### config.mk
export PLATFORM = sky130hd
export DESIGN_NAME = gcd_engine
export DESIGN_NICKNAME = d
export VERILOG_FILES = /design/src/rtl/gcd_engine.sv
export SDC_FILE = /design/constraint.sdc
export NUM_CORES = 1
export LEC_CHECK = 0
export BUFFER_PORTS_ARGS = -buffer_cell sky130_fd_sc_hd__buf_2
export CORE_MARGIN = 2
export CORE_UTILIZATION = 50
export CTS_BUF_LIST = sky130_fd_sc_hd__clkbuf_8
export DETAILED_ROUTE_END_ITERATION = 16
export GPL_TIMING_DRIVEN = 0
export PLACE_DENSITY = 0.8
export SETUP_SLACK_MARGIN = 0.3
export SYNTH_ARGS = -nofsm -noshare
export SYNTH_HDL_FRONTEND = slang
export SYNTH_SLANG_ARGS = --single-unit
### constraint.sdc
create_clock -name CLK -period 3.1 [get_ports CLK]
set_clock_uncertainty 0.15 [all_clocks]
set_input_delay 0.465 -clock CLK [delete_from_list [all_inputs] [get_ports CLK]]
set_output_delay 0.465 -clock CLK [all_outputs]
set_load 0.1 [all_outputs]
### src/rtl/gcd_engine.sv
// Iterative GCD coprocessor: one reduction step per clock, subtractive Euclid
// (MODE 0) or binary Stein (MODE 1), with a saturating step counter.
module gcd_engine #(
    parameter int WIDTH  = 16,
    parameter int MODE   = 0,
    parameter int ITER_W = 16
) (
    input  logic              CLK,
    input  logic              reset,
    input  logic              InValid,
    output logic              InReady,
    input  logic [WIDTH-1:0]  A,
    input  logic [WIDTH-1:0]  B,
    output logic              OutValid,
    input  logic              OutReady,
    output logic [WIDTH-1:0]  Result,
    output logic [ITER_W-1:0] Iters,
    output logic              Busy
);

    // k counts the common factors of two removed by Stein; it never exceeds WIDTH-1.
    localparam int K_W = $clog2(WIDTH);

    typedef enum logic [1:0] {
        IDLE,
        CALC,
        DONE
    } state_t;

    state_t             state;
    state_t             state_next;
    logic [WIDTH-1:0]   ra;
    logic [WIDTH-1:0]   rb;
    logic [K_W-1:0]     k;
    logic [WIDTH-1:0]   ra_next;
    logic [WIDTH-1:0]   rb_next;
    logic [K_W-1:0]     k_next;
    logic [WIDTH-1:0]   result_next;
    logic [ITER_W-1:0]  iters_next;

    always_ff @(posedge CLK) begin
        if (reset) begin
            state <= IDLE;
        end else begin
            state <= state_next;
        end
    end

    always_comb begin
        state_next  = state;
        ra_next     = ra;
        rb_next     = rb;
        k_next      = k;
        result_next = Result;
        iters_next  = Iters;
        InReady     = (state == IDLE);
        OutValid    = (state == DONE);
        Busy        = (state == CALC);

        case (state)
            IDLE: begin
                if (InValid) begin
                    ra_next    = A;
                    rb_next    = B;
                    k_next     = '0;
                    iters_next = '0;
                    state_next = CALC;
                end
            end
            CALC: begin
                if (ra == '0) begin
                    result_next = rb << k;
                    state_next  = DONE;
                end else if (rb == '0) begin
                    result_next = ra << k;
                    state_next  = DONE;
                end else if (ra == rb) begin
                    result_next = ra << k;
                    state_next  = DONE;
                end else begin
                    iters_next = (&Iters) ? Iters : Iters + 1'b1;
                    if (MODE == 1 && !ra[0] && !rb[0]) begin
                        ra_next = ra >> 1;
                        rb_next = rb >> 1;
                        k_next  = k + 1'b1;
                    end else if (MODE == 1 && !ra[0]) begin
                        ra_next = ra >> 1;
                    end else if (MODE == 1 && !rb[0]) begin
                        rb_next = rb >> 1;
                    end else if (ra > rb) begin
                        ra_next = ra - rb;
                    end else begin
                        rb_next = rb - ra;
                    end
                end
            end
            DONE: begin
                if (OutReady) begin
                    state_next = IDLE;
                end
            end
            default: begin
                state_next = IDLE;
            end
        endcase
    end

    // Result and Iters are only rewritten by the datapath, so they hold through IDLE.
    always_ff @(posedge CLK) begin
        if (reset) begin
            ra     <= '0;
            rb     <= '0;
            k      <= '0;
            Result <= '0;
            Iters  <= '0;
        end else begin
            ra     <= ra_next;
            rb     <= rb_next;
            k      <= k_next;
            Result <= result_next;
            Iters  <= iters_next;
        end
    end

endmodule

==> metrics.yaml <==
die_width_um: 100
cpMaxStageDelayCell: "o41a_1"
drtAntennaViolNets: 0
slowest_delay_ns: 0.52
grt_pass1_vias: 4704
start_util_pct: 50.9
cts_buffers: 9
cts_root_buf: "clkbuf_8"
viasPerCell: 6.08
finalSetupTns_ns: 0
clk_latency_ns: 0.35
synth_edf_count: 0
wl_mm: 15.7
design.die.area_mm2: 0.0101
power.switching_w: 0.00278
cts_tree: "done"
layout.nets: 772
synth_flop_cell: "dfxtp_1"
antenna_found_initial: 0
syn_area_per_cell_um2: 7.60
num_rows: 35
area_growth_syn_to_layout_pct: 23.3
power_density_mw_per_mm2: 979
vdd_drop_max_mv: 0.524
drt_first_pass_iters: 5
clk_path_buf_depth: 2
max_slew_margin_pct: 53.4
fin_crit_sh_pct: 89.8
wl_per_cell_um: 19.1
die_height_um: 100
async_flop_share_pct: 0
outcome: "finished clean"
finalHoldViolations: 0
synth.yosys.seq_area_share_pct: 28.5
finalCriticalPeriod_ns: 2.78
synth_nets: 680
finalSetupViolations: 0
ios: 71
num_vias: 4970
synth_cells: 610
cp_max_fo: 10
syn_area_mm2: 0.00464
dp_hpwl_mm: 11.5
slew_violations: 0
core_area_mm2: 0.00911
leakagePower_nw: 2.32
drt_iter0_drc: 406
overflow: 0
path_delay_family: "compound AO/OA/AOI/OAI gates"
tightest_slew_ns: 0.700
rsz0062_at_grt: "yes"
fmax_mhz: 359
hp-class: "input port to flip-flop"
cp_data_required_time_ns: 3.17
h-tree-depth: 3
drcViolationCount: 0
ys_types: 61
clk_pin_slew_ns: 0.08
cts.sinks: 66
power_frac_comb_pct: 63.5
arrival_ns: 2.85
fillCellCount: 827
cp_num_buf_inv: 3
synth-seq-cells: 66
grt_max_degree: 13
drive_above_1_share_pct: 26.6
crit_type: "flip-flop to flip-flop"
p_clk_share_pct: 14.6
power_frac_seq_pct: 21.8
crit_chain: "inv_1 > ha_1 > clkbuf_4 > nand4_1 > o41a_1 > a31oi_4 > or2_1 > buf_6 > nor4_4 > xnor2_1 > nor2_1"
critPathLaunchType: "flip-flop"
grt_first_pass_wirelength_mm: 24.3
cts-hold-fix-buffers: 0
drv_cap: 0
finalCoreUtilization_pct: 62.8
cp-end-kind: "flip-flop"
io_buffers: 69
sw_frac_of_total_pct: 49.7
intPower_w: 0.00281
grt_usage_pct: 31.3
gp_congestion: 1.00
num_antenna_cells: 0
yosysWarningCount: 0
## worst register-to-register path, stage by stage (launching register included)
cell,delay (ns)
dfxtp_1,0.41
inv_1,0.08
ha_1,0.27
clkbuf_4,0.18
nand4_1,0.21
o41a_1,0.52
a31oi_4,0.21
or2_1,0.15
buf_6,0.16
nor4_4,0.06
xnor2_1,0.18
nor2_1,0.06
## routing by layer
metal	GRT usage, %	up-vias	part of all wire [%]
met5	0	-	0
met4	13.2	0	4.3
met3	4.53	51	7.2
met2	50.7	224	47
met1	41.7	2335	42
li1	-	2360	-
## placed cells by master (no fill, tap or decap), types with 29 or more instances in the layout
cell type	synthesis	final
nor2_1	85	81
a21oi_1	59	53
dfxtp_1	66	50
a211oi_1	37	34
ha_1	32	29
buf_2	16	73
nand2_1	54	53
inv_1	43	44
## state kept, by name, summed over array words and instances (netlist names)
name and cells:
Iters 16, Result 16, ra 16, rb 16, state 2
## cells in the mapped netlist (13+ instances only)
master / count / area, um2
a211oi_1: 37 / 278
a21oi_1: 59 / 295
a311oi_1: 14 / 123
buf_2: 16 / 80.1
clkbuf_1: 17 / 63.8
dfxtp_1: 66 / 1320
ha_1: 32 / 400
inv_1: 43 / 161
nand2_1: 54 / 203
nand4_1: 13 / 81.3
nor2_1: 85 / 319
o21ai_0: 20 / 100
xnor2_1: 18 / 158
## stage by stage
step | cell area [um2] | power, W | hold slack [ns] | worst slack [ns] | cells
6_report | 5720 | 0.00560 | 0.213 | 0.317 | 818
5_1_grt | 5720 | 0.00596 | 0.223 | 0.239 | 818
4_1_cts | 5430 | 0.00515 | 0.213 | 0.275 | 808
3_5_place_dp | 5120 | 0.00418 | 0.340 | -0.0590 | 790
3_3_place_gp | 5120 | 0.00414 | 0.339 | -0.0722 | 790
2_1_floorplan | 4640 | 0.00341 | 0.324 | 0.339 | 610
## power by group through the flow
| stage | registers (W) | clock network, W | logic (W) |
|---|---|---|---|
| 2_1_floorplan | 0.00127 | 0 | 0.00214 |
| 3_3_place_gp | 0.00120 | 0 | 0.00293 |
| 3_5_place_dp | 0.00121 | 0 | 0.00297 |
| 4_1_cts | 0.00120 | 0.000821 | 0.00314 |
| 5_1_grt | 0.00124 | 0.000862 | 0.00385 |
| 6_report | 0.00122 | 0.000818 | 0.00356 |
## worst paths after layout
check / end / from / cells past startpoint / slack (ns)
hold reg to reg: Result[6] / Result[6] / 2 / 0.35
hold / removal: ra[9] / A[9] / 3 / 0.21
setup / recovery: Iters[15] / rb[15] / 11 / 0.32
setup reg to reg: Iters[15] / rb[15] / 11 / 0.32
## cells by family (layout without fill, tap and decap cells)
| family | after synthesis | in the layout | share of synthesized area (%) |
|---|---|---|---|
| AOI/OAI and AO/OA | 174 | 174 | 25.1 |
| xor gates and xnor gates | 29 | 29 | 5.48 |
| adders and majority gates | 34 | 34 | 9.50 |
| buffers and inverters | 84 | 181 | 7.90 |
| DFF | 66 | 66 | 28.5 |
| muxes | 1 | 1 | 0.243 |
| and+or+nand+nor | 222 | 222 | 23.3 |
## what timing repair did
| item | CTS | global route |
|---|---|---|
| cloned | 0 | 1 |
| gates resized for setup | 23 | 66 |
| endpoints found under the setup margin | 33 | 63 |
| pin swaps | 3 | 13 |
| setup buffers | 2 | 9 |
## area by class of cell
type | count | area (um2) | share of cell area [%]
multi-input combinational | 460 | 3150 | 55.1
inverter | 44 | 170 | 2.98
sequential | 66 | 1350 | 23.6
buffer | 40 | 254 | 4.44
tap | 111 | 139 | 2.43
timing repair buffer | 81 | 435 | 7.61
clock inverter | 7 | 95.1 | 1.66
clock buffer | 9 | 124 | 2.17
Note: power is estimated with default switching activity, not from simulation.
